## src/rtl/crc5_pkg.sv

```systemverilog
// Shared CRC-5 (EPC Gen2, x^5+x^3+1) definitions for the transmit generator and the checker.
package crc5_pkg;

    localparam int unsigned     CRC5_W      = 5;
    localparam logic [CRC5_W-1:0] CRC5_PRESET = 5'b01001;
    localparam logic [CRC5_W-1:0] CRC5_POLY   = 5'b01001;

    typedef enum logic [1:0] {
        IDLE,
        SHIFT_DATA,
        SHIFT_CRC,
        DONE
    } crc5_state_e;

    // One serial step: feedback taps land on x^3 and x^0.
    function automatic logic [CRC5_W-1:0] crc5_step(input logic [CRC5_W-1:0] r, input logic d);
        logic fb;
        fb = d ^ r[CRC5_W-1];
        return {r[CRC5_W-2:0], 1'b0} ^ ({CRC5_W{fb}} & CRC5_POLY);
    endfunction

endpackage

```

## src/rtl/crc5_tx_gen_if.sv

```systemverilog
// Handshake/bus bundle between a frame source and crc5_tx_gen.
// Optional err_inject signal present only when CRC5_ERR_INJECT_EN is defined.
interface crc5_tx_gen_if #(
    parameter int PAYLOAD_W = 17
);
    logic                 load;
    logic [PAYLOAD_W-1:0] payload;
    logic                 bit_en;
`ifdef CRC5_ERR_INJECT_EN
    logic                 err_inject;
`endif
    logic                 tx_data;
    logic                 tx_valid;
    logic                 busy;
    logic                 done;
    logic [4:0]           crc5_out;

    modport master (
        output load, payload, bit_en,
`ifdef CRC5_ERR_INJECT_EN
        output err_inject,
`endif
        input  tx_data, tx_valid, busy, done, crc5_out
    );

    modport slave (
        input  load, payload, bit_en,
`ifdef CRC5_ERR_INJECT_EN
        input  err_inject,
`endif
        output tx_data, tx_valid, busy, done, crc5_out
    );

endinterface

```

## src/rtl/crc5_lfsr.sv

```systemverilog
// CRC-5 register with preset, serial data step and zero-fill shift-out; reusable by the checker.
module crc5_lfsr
    import crc5_pkg::*;
(
    input  logic              i_clk,
    input  logic              i_rst_n,
    input  logic              i_preset,
    input  logic              i_step,
    input  logic              i_shift_out,
    input  logic              i_d,
    output logic [CRC5_W-1:0] o_crc
);

    logic [CRC5_W-1:0] r_crc;

    always_ff @(posedge i_clk or negedge i_rst_n) begin
        if (!i_rst_n) begin
            r_crc <= CRC5_PRESET;
        end else if (i_preset) begin
            r_crc <= CRC5_PRESET;
        end else if (i_step) begin
            r_crc <= crc5_step(r_crc, i_d);
        end else if (i_shift_out) begin
            r_crc <= {r_crc[CRC5_W-2:0], 1'b0};
        end
    end

    assign o_crc = r_crc;

endmodule

```

## src/rtl/crc5_tx_gen.sv

```systemverilog
// Serial EPC Gen2 frame transmitter: payload MSB first, then its CRC-5 MSB first.
// Define CRC5_ERR_INJECT_EN to add err_inject (inverts the last CRC bit on the wire).
module crc5_tx_gen
    import crc5_pkg::*;
#(
    parameter int PAYLOAD_W = 17
) (
    input  logic           clk_crc5,
    input  logic           rst_for_new_package,
    crc5_tx_gen_if.slave   bus
);

    localparam int unsigned CNT_W = 6;

    crc5_state_e          r_state;
    logic [PAYLOAD_W-1:0] r_shift;
    logic [CNT_W-1:0]     r_cnt;
    logic                 r_tx_data;
    logic                 r_tx_valid;
    logic                 r_busy;
    logic                 r_done;
    logic [CRC5_W-1:0]    r_crc_hold;
    logic [CRC5_W-1:0]    r_crc5_out;

    logic [PAYLOAD_W-1:0] w_shift_nxt;
    logic [CRC5_W-1:0]    w_crc;
    logic [CRC5_W-1:0]    w_crc_stepped;
    logic                 w_preset;
    logic                 w_step;
    logic                 w_shift_out;
    logic                 w_d;
    logic                 w_err;

    assign w_d           = r_shift[PAYLOAD_W-1];
    assign w_preset      = (r_state == IDLE) && bus.load;
    assign w_step        = (r_state == SHIFT_DATA) && bus.bit_en;
    assign w_shift_out   = (r_state == SHIFT_CRC) && bus.bit_en;
    assign w_shift_nxt   = r_shift << 1;
    assign w_crc_stepped = crc5_step(w_crc, w_d);

    crc5_lfsr u_lfsr (
        .i_clk       (clk_crc5),
        .i_rst_n     (rst_for_new_package),
        .i_preset    (w_preset),
        .i_step      (w_step),
        .i_shift_out (w_shift_out),
        .i_d         (w_d),
        .o_crc       (w_crc)
    );

`ifdef CRC5_ERR_INJECT_EN
    logic r_err;

    always_ff @(posedge clk_crc5 or negedge rst_for_new_package) begin
        if (!rst_for_new_package) begin
            r_err <= 1'b0;
        end else if (w_preset) begin
            r_err <= bus.err_inject;
        end
    end

    assign w_err = r_err;
`else
    assign w_err = 1'b0;
`endif

    // tx_data is registered, so each branch loads the bit that will be on the wire next cycle.
    always_ff @(posedge clk_crc5 or negedge rst_for_new_package) begin
        if (!rst_for_new_package) begin
            r_state    <= IDLE;
            r_shift    <= '0;
            r_cnt      <= '0;
            r_tx_data  <= 1'b0;
            r_tx_valid <= 1'b0;
            r_busy     <= 1'b0;
            r_done     <= 1'b0;
            r_crc_hold <= '0;
            r_crc5_out <= '0;
        end else begin
            case (r_state)
                IDLE: begin
                    if (bus.load) begin
                        r_state    <= SHIFT_DATA;
                        r_shift    <= bus.payload;
                        r_cnt      <= CNT_W'(PAYLOAD_W - 1);
                        r_tx_data  <= bus.payload[PAYLOAD_W-1];
                        r_tx_valid <= 1'b1;
                        r_busy     <= 1'b1;
                    end
                end
                SHIFT_DATA: begin
                    if (bus.bit_en) begin
                        r_shift <= w_shift_nxt;
                        if (r_cnt == '0) begin
                            r_state    <= SHIFT_CRC;
                            r_cnt      <= CNT_W'(CRC5_W - 1);
                            r_crc_hold <= w_crc_stepped;
                            r_tx_data  <= w_crc_stepped[CRC5_W-1];
                        end else begin
                            r_cnt     <= r_cnt - 1'b1;
                            r_tx_data <= w_shift_nxt[PAYLOAD_W-1];
                        end
                    end
                end
                SHIFT_CRC: begin
                    if (bus.bit_en) begin
                        if (r_cnt == '0) begin
                            r_state    <= DONE;
                            r_tx_data  <= 1'b0;
                            r_tx_valid <= 1'b0;
                            r_done     <= 1'b1;
                            r_crc5_out <= r_crc_hold;
                        end else begin
                            r_cnt     <= r_cnt - 1'b1;
                            r_tx_data <= w_crc[CRC5_W-2] ^ (w_err && (r_cnt == CNT_W'(1)));
                        end
                    end
                end
                DONE: begin
                    r_state <= IDLE;
                    r_done  <= 1'b0;
                    r_busy  <= 1'b0;
                end
                default: begin
                    r_state <= IDLE;
                end
            endcase
        end
    end

    assign bus.tx_data  = r_tx_data;
    assign bus.tx_valid = r_tx_valid;
    assign bus.busy     = r_busy;
    assign bus.done     = r_done;
    assign bus.crc5_out = r_crc5_out;

endmodule

```

## src/flat_wrapper.sv

```systemverilog
// flat-port wrapper written by rule: the top's interface ports become plain ports
module crc5_tx_gen_flat import crc5_pkg::*;
#(
    parameter int PAYLOAD_W = 17
)
  (clk_crc5, rst_for_new_package, bus_load, bus_payload, bus_bit_en, bus_tx_data, bus_tx_valid, bus_busy, bus_done, bus_crc5_out);
  crc5_tx_gen_if #(.PAYLOAD_W(PAYLOAD_W)) bus_i ();
  input  logic clk_crc5;
  input  logic rst_for_new_package;
  input wire logic [$bits(bus_i.load)-1:0] bus_load;
  input wire logic [$bits(bus_i.payload)-1:0] bus_payload;
  input wire logic [$bits(bus_i.bit_en)-1:0] bus_bit_en;
  output wire logic [$bits(bus_i.tx_data)-1:0] bus_tx_data;
  output wire logic [$bits(bus_i.tx_valid)-1:0] bus_tx_valid;
  output wire logic [$bits(bus_i.busy)-1:0] bus_busy;
  output wire logic [$bits(bus_i.done)-1:0] bus_done;
  output wire logic [$bits(bus_i.crc5_out)-1:0] bus_crc5_out;
  assign bus_i.load = bus_load;
  assign bus_i.payload = bus_payload;
  assign bus_i.bit_en = bus_bit_en;
  assign bus_tx_data = bus_i.tx_data;
  assign bus_tx_valid = bus_i.tx_valid;
  assign bus_busy = bus_i.busy;
  assign bus_done = bus_i.done;
  assign bus_crc5_out = bus_i.crc5_out;
  crc5_tx_gen #(.PAYLOAD_W(PAYLOAD_W)) u_core (.clk_crc5(clk_crc5), .rst_for_new_package(rst_for_new_package), .bus(bus_i));
endmodule
```

## config.mk

```make
export PLATFORM = sky130hd
export DESIGN_NAME = crc5_tx_gen_flat
export DESIGN_NICKNAME = d
export VERILOG_FILES = /design/src/rtl/crc5_pkg.sv /design/src/rtl/crc5_tx_gen_if.sv /design/src/rtl/crc5_lfsr.sv /design/src/rtl/crc5_tx_gen.sv /design/src/flat_wrapper.sv
export SDC_FILE = /design/constraint.sdc
export NUM_CORES = 1
export LEC_CHECK = 0
export CORE_MARGIN = 4
export CORE_UTILIZATION = 40
export CTS_BUF_LIST = sky130_fd_sc_hd__clkbuf_4
export DETAILED_ROUTE_END_ITERATION = 10
export PLACE_DENSITY = 0.7
export SETUP_SLACK_MARGIN = 0.5
export SLEW_MARGIN = 0
export SYNTH_ARGS = -nofsm -noshare
export SYNTH_HDL_FRONTEND = slang
export SYNTH_HIERARCHICAL = 1
export SYNTH_SLANG_ARGS = --single-unit
```

## constraint.sdc

```tcl
create_clock -name clk_crc5 -period 3.25 [get_ports clk_crc5]
set_input_delay 0.65 -clock clk_crc5 [delete_from_list [all_inputs] [get_ports clk_crc5]]
set_output_delay 0.65 -clock clk_crc5 [all_outputs]
set_load 0.02 [all_outputs]
```

### Word level (Yosys, flattened, before mapping)

Index checks and enable logic that the tools add are counted.

* muxes and demuxes: 32
* bitwise logic cells: 2
* reduce and logical (&&, ||, !) cells: 20
* add/subtract/negate cells: 1
* equal/unequal tests: 9

Operators by type and width (count)
* $mux W17: 2
* $pmux W17 S2: 1
* $mux W6: 5
* $pmux W6 S3: 1
* $mux W5: 3
* $ne A2 B2 Y1 const B: 6
* $reduce_and A3 Y1: 4
* $mux W1: 10
* $mux W2: 5
* $reduce_and A5 Y1: 2
* $pmux W2 S4: 1
* $reduce_and A4 Y1: 2
* $reduce_bool A2 Y1: 4
* $logic_not A6 Y1: 1
* $pmux W1 S2: 3
* $reduce_bool A3 Y1: 2
* $sub A6 B1 Y6 const B: 1
* $xor A5 B4 Y5: 1
* $eq A2 B2 Y1 const B: 2
* $logic_and A1 B1 Y1: 3
* $pmux W1 S3: 1
* $eq A2 B1 Y1 const B: 1
* $logic_not A2 Y1: 1
* $reduce_and A2 Y1: 1
* $xor A1 B1 Y1: 1

* register bits after elaboration: 44
* bits of input ports: 21
* logic and storage cells: 74

### Depth between registers and ports, before layout

Gate-level depths: netlist of run 1.

* depth in word-level cells: 5
* gate-level depth with buffers: 9

### By module

Netlist of run 1, hierarchy kept.

By module, submodules not included
* crc5_tx_gen: times used 1, area an instance 2074.5 um^2, cells each 194
* crc5_lfsr: times used 1, area an instance 237.7 um^2, cells each 24

### Worst setup path after synthesis of run 1

No wires, ideal clock.

* kind: flip-flop to flip-flop
* start: register u_core.r_state[1]
* end: register u_core.u_lfsr.r_crc[3] (netlist: u_core/u_lfsr/o_crc[3])
* path slack: 1.227 ns
* cell stages (with the launch flop): 10
* period minus slack after synthesis: 2.023 ns
* buffers on the path: 3
* library setup time: 0.094 ns
* required time: 3.156 ns
* data arrival time: 1.929 ns
* cell sequence: dfrtp_1 -> inv_1 -> ha_1 -> buf_6 -> clkbuf_1 -> and2_1 -> buf_2 -> nor4_1 -> a41o_1 -> a311oi_1

* word-level cells in the longest chain between the ends: 4
* elaborated cells on any way between the ends: 9

Ends and longest elaborated chain
* start: declaration: RTL line crc5_tx_gen.sv:15 `crc5_state_e r_state;`
* start signal: assignment: RTL line crc5_tx_gen.sv:70 `r_state <= IDLE;`
* start signal: assignment: RTL line crc5_tx_gen.sv:83 `r_state <= SHIFT_DATA;`
* start signal: assignment: RTL line crc5_tx_gen.sv:95 `r_state <= SHIFT_CRC;`
* $eq A2 B1 Y1 (*): RTL line crc5_tx_gen.sv:36 `assign w_step = (r_state == SHIFT_DATA) && bus.bit_en;`
* $logic_and A1 B1 Y1 (*): RTL line crc5_tx_gen.sv:36
* net u_core.w_step: RTL line crc5_tx_gen.sv:29 `logic w_step;`
* $mux W5: RTL line crc5_lfsr.sv:21 `end else if (i_step) begin`
* $mux W5: RTL line crc5_lfsr.sv:19 `end else if (i_preset) begin`
* end signal: assignment: RTL line crc5_lfsr.sv:22 `r_crc <= crc5_step(r_crc, i_d);`
* end signal: assignment: RTL line crc5_lfsr.sv:24 `r_crc <= {r_crc[CRC5_W-2:0], 1'b0};`
* end: declaration: RTL line crc5_lfsr.sv:14 `logic [CRC5_W-1:0] r_crc;`

Mark *: on every way through the listed nets, which the timed path passes. The rest lies on a longest branch.
A chain may end at the register's enable or synchronous reset.

### Final worst setup path of run 1

* start: register u_core.r_state[0]
* end: register u_core.r_cnt[3]

* word-level cells in the longest chain between the ends: 3
* elaborated cells on any way between the ends: 10

Ends and longest elaborated chain
* $eq A2 B2 Y1 (tied with other cells): RTL line crc5_tx_gen.sv:80 `case (r_state)`
* $ne A2 B2 Y1 (no line) or $reduce_bool A3 Y1 (tied branches)
* $reduce_and A5 Y1 (no line)
* end signal: assignment: RTL line crc5_tx_gen.sv:85 `r_cnt <= CNT_W'(PAYLOAD_W - 1);`
* end signal: assignment: RTL line crc5_tx_gen.sv:96 `r_cnt <= CNT_W'(CRC5_W - 1);`
* end signal: assignment: RTL line crc5_tx_gen.sv:100 `r_cnt <= r_cnt - 1'b1;`
* end: declaration: RTL line crc5_tx_gen.sv:17 `logic [CNT_W-1:0] r_cnt;`

Parallel ways exist; a longest one is shown, timed or not.

==> results.sh, run 1 <==
export IMPL_status="finished, final reports clean"
export IMPL_clock_sinks=44
export IMPL_tns_ps=0
export IMPL_dieArea_um2=7060
export IMPL_overflow=0
export IMPL_fin_crit_sh=0.681
export IMPL_path_cells="inv_1 -> ha_1 -> or3_1 -> o211ai_4 -> or4_1 -> a22oi_2"
export IMPL_slew_limit_headroom=0.361
export IMPL_dp_hpwl_um=3150
export IMPL_postRouteAntennaNets=0
export IMPL_critPathRequiredTime_ps=3520
export IMPL_crit_path_top_delay_cell="or4_1"
export IMPL_layout_min_cycle_time_ps=2210
export IMPL_synth_area_leader_cell="dfrtp_1"
export IMPL_drt_iter0_markers=79
export IMPL_clkLatencyLatePin_ps=350
export IMPL_syn2layout_area_growth_pct=18.9
export IMPL_clockBufferDepth=2
export IMPL_critPathTopFamily="simple AND/OR/NAND/NOR gates"
export IMPL_leakage_nw=1.17
export IMPL_ys_types=51
export IMPL_worstMarginPinSlew_ps=958
export IMPL_start_util=0.417
export IMPL_dr_pass1_iters=4
export IMPL_drive_above_1_share=0.142
export IMPL_ys_ff_latch=44
export IMPL_drv_slew=0
export IMPL_maxCapViolations=0
export IMPL_layout_nets=274
export IMPL_worst_r2r_cell_count=6
export IMPL_finClkSkew_ps=15.5
export IMPL_ys_warnings_count=6
export IMPL_wl_per_cell_um=13.7
export IMPL_avgViaCountPerCell=5.24
export IMPL_synthFlopType="dfrtp_1"
export IMPL_syn_nets=246
export IMPL_async_flop_share=1.00
export IMPL_numCtsBuffers=5
export IMPL_num_rows=27
export IMPL_timing_rr_start="u_core/r_state[0]$_DFFE_PN0P_"
export IMPL_cts_htree_levels=2
export IMPL_totalWireLength_um=4370
export IMPL_critical_path_depth=6
export IMPL_max_freq_mhz=452
export IMPL_synth_area_top_cells="dfrtp_1 (45%), mux2i_1 (8.2%), a21oi_1 (4.8%), mux2_2 (4.4%), ha_1 (3.8%)"
export IMPL_gp_congestion=0.793
export IMPL_cp_end_kind="register"
export IMPL_r2r_end="u_core/r_cnt[3]$_DFFE_PN0P_"
export IMPL_vdd_drop_max_uv=418
export IMPL_hp_class="in2async"
export IMPL_reg2reg_setup_slack_ps=1040
export IMPL_grt_max_degree=45
export IMPL_n_fill_cell=532
export IMPL_cts_setup_buffers=0
export IMPL_grt_pass1_wl_um=7600
export IMPL_cp_slowest_stage_delay_ps=540
export IMPL_synth_avg_cell_area_um2=10.6
export IMPL_tritoncts="yes"
export IMPL_post_cts_resized=0
export IMPL_critPathKind="reg2reg"
export IMPL_synth_edf_count=0
export IMPL_final_cell_mix="dfrtp_1 (42), clkdlybuf4s50_1 (28), a21oi_1 (22), nor2_1 (22), mux2i_1 (19)"
export IMPL_layout_commonest_cell="dfrtp_1"
export IMPL_via_count=1670
export IMPL_io_pins=30
export IMPL_cts_hold_buf=0
export IMPL_crit_buf_inv=1
export IMPL_rsz0062_at_grt="false"
export IMPL_crit_fanout=12
export IMPL_cts_root_buf="clkbuf_4"
export IMPL_syn_cell_area_um2=2310
export IMPL_grt_pass1_vias=1644
export IMPL_gr_usage_all_layers=0.131
export IMPL_power_density_nw_per_um2=1030
export IMPL_synth_top_area_frac=0.455
export IMPL_setup_viol=0
export IMPL_antenna_found_initial=0
export IMPL_die_width_um=84.0
export IMPL_syn_inst=218
export IMPL_clk_pin_slew_ps=140
export IMPL_core_area_um2=5540
export IMPL_ys_seq_area_frac=0.477
export IMPL_worst_setup_path_start_kind="register"
export IMPL_hold_violations=0
export IMPL_dieHeight_um=84.0
export IMPL_antennaDiodeCount=0
export IMPL_crit_arrival_ps=2480
export IMPL_io_buffers=29
export IMPL_drc=0
export IMPL_fin_hold_ws_ps=435
[logic make-up (layout without fill, tap and decap cells)]
logic type | Yosys count | in the layout | share of synthesized area
buffers and inverters | 21 | 50 | 0.0455
AOI/OAI and AO/OA | 56 | 56 | 0.160
xor gates and xnor gates | 3 | 3 | 0.0114
adders and majority gates | 7 | 7 | 0.0379
DFF | 44 | 44 | 0.477
muxes | 28 | 28 | 0.126
and+or+nand+nor | 59 | 59 | 0.142
[metal layers]
metal | track usage | wire, µm
met5 | 0 | 0
met4 | 0.0395 | 24
met3 | 0.0375 | 281
met2 | 0.206 | 1970
met1 | 0.173 | 2090
[stage by stage]
stage	instance area [µm²]	power, mW	setup slack [ps]	instances	utilization
floorplan	2310	2.08	1230	218	-
global placement	2650	2.39	912	311	0.477
detailed placement	2650	2.44	829	311	0.477
CTS	2750	2.87	1030	319	0.496
global route	2750	3.08	913	319	0.496
finish	2750	2.83	1040	319	0.496
[state kept, by name, indices dropped and copies added, names as in the netlist]
register             flops
u_core/u_lfsr/o_crc      5
u_core/r_cnt             6
u_core/r_state           2
u_core/bus.busy          1
u_core/r_crc_hold        5
u_core/r_shift          17
u_core/bus.done          1
u_core/bus.tx_valid      1
u_core/bus.tx_data       1
u_core/bus.crc5_out      5
[synth_stat cells, types with 2 or more instances]
master	number
o21ai_1	2
a21oi_1	22
inv_1	10
nor2b_1	2
a31oi_1	2
buf_2	3
nand3_4	2
mux2i_1	19
nor2_1	23
ha_1	7
a2bb2oi_1	2
nor4_1	2
a311oi_1	2
o21ai_0	10
nor3b_1	2
buf_6	2
mux2_2	9
and2_1	3
nand2_1	11
clkbuf_1	4
o31ai_1	4
dfstp_2	2
xnor2_1	2
nand3_1	3
dfrtp_1	42
[power by group]
part           switching, mW  total, mW  leakage [nW]  internal [mW]
combinational          0.818       1.45         0.588          0.630
clock                  0.172      0.421        0.0559          0.249
sequential             0.156      0.965         0.522          0.808
[how the worst max path moves through the flow]
stage / start / endpoint / slack, ps
5_1_grt: u_core/r_state[0]$_DFFE_PN0P_ / u_core/r_cnt[3]$_DFFE_PN0P_ / 910
6_report: u_core/r_state[0]$_DFFE_PN0P_ / u_core/r_cnt[3]$_DFFE_PN0P_ / 1040
3_3_place_gp: bus_bit_en / u_core/r_cnt[3]$_DFFE_PN0P_ / 910
4_1_cts: u_core/r_state[0]$_DFFE_PN0P_ / u_core/r_cnt[3]$_DFFE_PN0P_ / 1030
3_5_place_dp: bus_bit_en / u_core/u_lfsr/o_crc[3]$_DFFE_PN1P_ / 830
2_1_floorplan: u_core/r_state[1]$_DFFE_PN0P_ / u_core/u_lfsr/o_crc[3]$_DFFE_PN1P_ / 1230
[layout make-up]
class | instances | area (µm²) | share of cell area
multi-input combinational | 153 | 1110 | 0.402
sequential | 44 | 1100 | 0.401
timing repair buffer | 32 | 308 | 0.112
tap | 72 | 90.1 | 0.0328
clock inverter | 2 | 60.1 | 0.0218
clock buffer | 6 | 45.0 | 0.0164
inverter | 10 | 37.5 | 0.0136
Power figures use the tool's default switching activity.
==> run 2, diff against run 1 <==
clock period = 2.2 ns   (was 3.25 ns; I/O delays follow)
==> run 2 against run 1 <==
  * Sequential share of layout area decreased by 4.8 points
  * Global-route usage grew 1.4 points
  * Maximum frequency grew 24%
  * Critical endpoint is now u_core/r_cnt[5]$_DFFE_PN0P_
  * Largest cell class unchanged
==> results.sh, run 2 (synthesis results as in run 1) <==
export IMPL_status="finished, final reports clean"
export IMPL_crit_path_top_delay_cell="dfrtp_2"
export IMPL_dp_cells=313
export IMPL_gr_usage_all_layers=0.144
export IMPL_cts_hold_buf=0
export IMPL_drt_iter0_markers=85
export IMPL_hold_violations=0
export IMPL_grt_max_degree=34
export IMPL_io_buffers=29
export IMPL_layout_commonest_cell="dfrtp_1"
export IMPL_finClkSkew_ps=7.98
export IMPL_reg2reg_setup_slack_ps=420
export IMPL_drive_above_1_share=0.309
export IMPL_worst_r2r_cell_count=6
export IMPL_cp_slowest_stage_delay_ps=470
export IMPL_fin_hold_ws_ps=23.1
export IMPL_crit_arrival_ps=2020
export IMPL_intPower_mw=2.92
export IMPL_regMostFlops="u_core/r_shift"
export IMPL_clock_sinks=44
export IMPL_tritoncts="yes"
export IMPL_drv_slew=0
export IMPL_cp_end_kind="register"
export IMPL_clk_pin_slew_ps=130
export IMPL_timing_rr_start="u_core/r_state[0]$_DFFE_PN0P_"
export IMPL_path_cells="ha_4 -> buf_6 -> nor2_4 -> o211ai_4 -> o31a_2 -> a2bb2oi_1"
export IMPL_final_instance_count_excl_fill=341
export IMPL_postRouteAntennaNets=0
export IMPL_clkPwrFrac=0.100
export IMPL_critPathKind="reg2reg"
export IMPL_core_area_um2=5540
export IMPL_wl_per_cell_um=15.6
export IMPL_layout_nets=296
export IMPL_antennaDiodeCount=0
export IMPL_avgViaCountPerCell=5.37
export IMPL_dieArea_um2=7060
export IMPL_switching_share=0.423
export IMPL_tns_ps=0
export IMPL_fin_crit_sh=0.808
export IMPL_grt_pass1_vias=1761
export IMPL_power_density_nw_per_um2=1620
export IMPL_crit_fanout=5
export IMPL_rsz0062_at_grt="true"
export IMPL_overflow=0
export IMPL_worst_setup_path_start_kind="register"
export IMPL_leakage_nw=1.34
export IMPL_multi_input_area_um2=1290
export IMPL_r2r_end="u_core/r_cnt[5]$_DFFE_PN0P_"
export IMPL_max_freq_mhz=563
export IMPL_seqCellArea_um2=1100
export IMPL_io_pins=30
export IMPL_start_util=0.417
export IMPL_slew_limit_headroom=0.678
export IMPL_worstMarginPinSlew_ps=484
export IMPL_gp_congestion=0.854
export IMPL_maxCapViolations=0
export IMPL_power_frac_comb=0.611
export IMPL_reg_largest_list="u_core/r_shift: 17 flops, u_core/r_cnt: 6 flops"
export IMPL_cts_root_buf="clkbuf_4"
export IMPL_num_rows=27
export IMPL_drc=0
export IMPL_via_count=1830
export IMPL_dr_pass1_iters=5
export IMPL_crit_buf_inv=1
export IMPL_clockBufferDepth=2
export IMPL_final_cell_mix="dfrtp_1 (41), nor2_1 (22), a21oi_1 (21)"
export IMPL_dieHeight_um=84.0
export IMPL_cts_htree_levels=2
export IMPL_die_width_um=84.0
export IMPL_p_seq_frac=0.289
export IMPL_critPathTopFamily="compound AO/OA/AOI/OAI gates"
export IMPL_clkLatencyLatePin_ps=360
export IMPL_cp_startpoint="u_core/r_state[0]$_DFFE_PN0P_"
export IMPL_setup_viol=0
export IMPL_syn2layout_area_growth_pct=35.2
export IMPL_critPathRequiredTime_ps=2440
export IMPL_antenna_found_initial=0
export IMPL_n_fill_cell=496
export IMPL_switchingPower_mw=2.14
export IMPL_dp_hpwl_um=3240
export IMPL_grt_pass1_wl_um=8310
export IMPL_numCtsBuffers=5
export IMPL_vdd_drop_max_uv=751
export IMPL_hp_class="in2async"
export IMPL_largest_reg_flops=17
export IMPL_layout_min_cycle_time_ps=1780
export IMPL_totalWireLength_um=5320
## run 2: changes by cell type in the layout (fill, tap and decap cells not counted), moves of 3 or more
cell             delta
ha_4                +3
o31ai_1             -3
buf_6               +6
o21ai_1             +3
ha_1                -3
dlygate4sd2_1       +9
o21ai_0             -3
inv_1               -4
buf_4              +12
clkdlybuf4s50_1    -10
inv_2               +4
## run 2: layer usage
layer  GRT usage  wire [µm]  share of wire
met1       0.185       2380           0.45
met2       0.240       2620           0.49
met3      0.0385        285          0.054
met4      0.0380         44         0.0083
met5           0          0              0
## run 2: worst max-delay path by stage
stage	endpoint	slack (ps)	cells after the start
CTS	u_core/r_cnt[3]$_DFFE_PN0P_	460	6
global placement	u_core/u_lfsr/o_crc[3]$_DFFE_PN1P_	240	5
detailed placement	u_core/u_lfsr/o_crc[3]$_DFFE_PN1P_	160	5
finish	u_core/r_cnt[5]$_DFFE_PN0P_	420	6
floorplan	u_core/u_lfsr/o_crc[3]$_DFFE_PN1P_	480	9
global route	u_core/r_shift[15]$_DFFE_PN0P_	350	9
## run 2: metrics by stage
stage	util	power, mW	setup slack (ps)	instance area (µm²)
final	0.564	5.07	423	3130
after global routing	0.564	5.42	351	3130
after CTS	0.537	4.61	459	2980
after detailed placement	0.492	3.75	165	2730
after global placement	0.492	3.68	238	2730
after floorplan	-	3.22	485	2390
## run 2: cell type report
cell class / count / area share
inverters: 10 / 0.0120
repair buffers: 53 / 0.167
well taps: 72 / 0.0288
clock buffers: 5 / 0.0120
flip-flops and latches: 44 / 0.353
clock inverters: 3 / 0.0136
multi-input cells: 154 / 0.413
## run 2: what timing repair did
item,CTS,global route
buffers inserted,12,6
cloned,1,1
resized for setup,24,22
pin swaps,6,13
endpoints found under the setup margin,25,36
## run 2: power by group through the flow
stage / clock network (mW) / logic, mW / registers, mW
after floorplan: 0 / 1.73 / 1.48
after global placement: 0 / 2.23 / 1.45
after detailed placement: 0 / 2.29 / 1.46
after CTS: 0.525 / 2.64 / 1.44
after global routing: 0.561 / 3.35 / 1.51
final: 0.506 / 3.10 / 1.46
==> run 3, diff against run 2 <==
clock period = 1.8 ns   (was 2.2 ns; I/O delays follow)
==> run 3 against run 2 <==
  * Maximum frequency increased by 5.3%
  * Clock skew increased by 8.6 ps
  * Critical endpoint is now u_core/r_cnt[1]$_DFFE_PN0P_
  * Design area increased by 6.3%
  * Sequential share of layout area decreased by 2.0 points
  * First-iteration DRC count increased by 7.1%
  * Critical path type unchanged
  * Hold slack improved by 440 ps
  * Final cell count increased by 4.4%
==> results.sh, run 3 (synthesis results as in run 1) <==
export IMPL_status="finished, final reports clean"
export IMPL_grt_pass1_vias=1884
export IMPL_finClkSkew_ps=16.6
export IMPL_avgViaCountPerCell=5.25
export IMPL_hold_violations=0
export IMPL_n_fill_cell=458
export IMPL_tritoncts="yes"
export IMPL_grt_max_degree=34
export IMPL_numCtsBuffers=5
export IMPL_final_cell_mix="dfrtp_1 (38), buf_4 (29), nor2_1 (21)"
export IMPL_clockBufferDepth=2
export IMPL_cts_root_buf="clkbuf_4"
export IMPL_crit_arrival_ps=1960
export IMPL_maxCapViolations=0
export IMPL_largest_reg_flops=17
export IMPL_dr_pass1_iters=4
export IMPL_drv_slew=0
export IMPL_power_density_nw_per_um2=1900
export IMPL_multi_input_area_um2=1350
export IMPL_postRouteAntennaNets=0
export IMPL_start_util=0.417
export IMPL_totalWireLength_um=5320
export IMPL_regMostFlops="u_core/r_shift"
export IMPL_clock_sinks=44
export IMPL_clk_pin_slew_ps=140
export IMPL_wl_per_cell_um=14.9
export IMPL_core_area_um2=5540
export IMPL_cp_end_kind="register"
export IMPL_total_power_mw=6.32
export IMPL_dp_cells=322
export IMPL_critPathRequiredTime_ps=2070
export IMPL_fin_crit_sh=0.937
export IMPL_antenna_found_initial=0
export IMPL_io_buffers=29
export IMPL_layout_nets=311
export IMPL_drc=0
export IMPL_antennaDiodeCount=0
export IMPL_cp_startpoint="u_core/r_state[1]$_DFFE_PN0P_"
export IMPL_gp_congestion=0.840
export IMPL_worst_setup_path_start_kind="register"
export IMPL_dieHeight_um=84.0
export IMPL_grt_pass1_wl_um=8950
export IMPL_drive_above_1_share=0.419
export IMPL_reg_largest_list="u_core/r_shift: 17 flops, u_core/r_cnt: 6 flops"
export IMPL_fin_hold_ws_ps=467
export IMPL_vdd_drop_max_uv=859
export IMPL_syn2layout_area_growth_pct=43.8
export IMPL_die_width_um=84.0
export IMPL_seqCellArea_um2=1110
export IMPL_drt_iter0_markers=91
export IMPL_dieArea_um2=7060
export IMPL_via_count=1868
export IMPL_timing_rr_start="u_core/r_state[1]$_DFFE_PN0P_"
export IMPL_critPathKind="reg2reg"
export IMPL_gr_usage_all_layers=0.154
export IMPL_layout_min_cycle_time_ps=1690
export IMPL_num_rows=27
export IMPL_final_instance_count_excl_fill=356
export IMPL_reg2reg_setup_slack_ps=110
export IMPL_layout_commonest_cell="dfrtp_1"
export IMPL_max_freq_mhz=593
export IMPL_clkLatencyLatePin_ps=360
export IMPL_cts_htree_levels=2
export IMPL_setup_viol=0
export IMPL_rsz0062_at_grt="true"
export IMPL_crit_fanout=5
export IMPL_worstMarginPinSlew_ps=485
export IMPL_slew_limit_headroom=0.677
export IMPL_utilization=0.600
export IMPL_overflow=0
export IMPL_io_pins=30
export IMPL_dp_hpwl_um=3410
export IMPL_hp_class="in2async"
export IMPL_leakage_nw=1.43
## run 3: final timing paths
path | endpoint | depth (start not counted)
min in group clk_crc5 | u_core/bus.crc5_out[0]$_DFFE_PN0P_ | 1
min reg2reg | u_core/bus.crc5_out[0]$_DFFE_PN0P_ | 1
max reg2reg | u_core/r_cnt[1]$_DFFE_PN0P_ | 5
min | u_core/r_cnt[1]$_DFFE_PN0P_ | 2
max | u_core/r_cnt[1]$_DFFE_PN0P_ | 5
max in group asynchronous | u_core/u_lfsr/o_crc[0]$_DFFE_PN1P_ | 3
## run 3: critical path, cell delays in order (launching register included)
cell	delay (ps)
dfrtp_2	460
inv_4	70
ha_4	170
or3_4	400
o211a_1	220
a221oi_1	280
## run 3: final cells by class
cell class	count	area share
tap	72	0.0271
clock buffer	6	0.0135
clock inverter	2	0.0105
multi-input combinational	153	0.406
inverter	10	0.0128
sequential	44	0.333
timing repair buffer	69	0.197
## run 3: through the flow
| stage | area, µm² | setup TNS, ps | setup WS (ps) |
|---|---|---|---|
| after floorplan | 2420 | 0 | 91.9 |
| after global placement | 2820 | -63.4 | -41.8 |
| after detailed placement | 2820 | -334 | -77.5 |
| after CTS | 3160 | 0 | 89.7 |
| after global routing | 3320 | 0 | 37.7 |
| final | 3320 | 0 | 113 |
## run 3: layer usage
| layer | up-vias | track usage | wire length [µm] |
|---|---|---|---|
| met5 | - | 0 | 0 |
| met4 | 0 | 0.0570 | 117 |
| met3 | 13 | 0.0316 | 254 |
| met2 | 53 | 0.255 | 2560 |
| met1 | 890 | 0.199 | 2390 |
| li1 | 912 | - | - |
## run 3: what timing repair did
action | 4_1_cts | 5_1_grt
endpoints found under the hold margin | 18 | 0
buffers inserted | 20 | 5
hold buffers | 1 | 0
endpoints found under the setup margin | 53 | 53
gates cloned | 0 | 0
pin swaps | 10 | 10
gates resized for setup | 71 | 34
## run 3: where the power goes
| group | internal (mW) | switching (mW) | total [mW] |
|---|---|---|---|
| registers | 1.47 | 0.357 | 1.82 |
| clock network | 0.307 | 0.322 | 0.629 |
| logic | 1.97 | 1.90 | 3.87 |
| total | 3.74 | 2.58 | 6.32 |
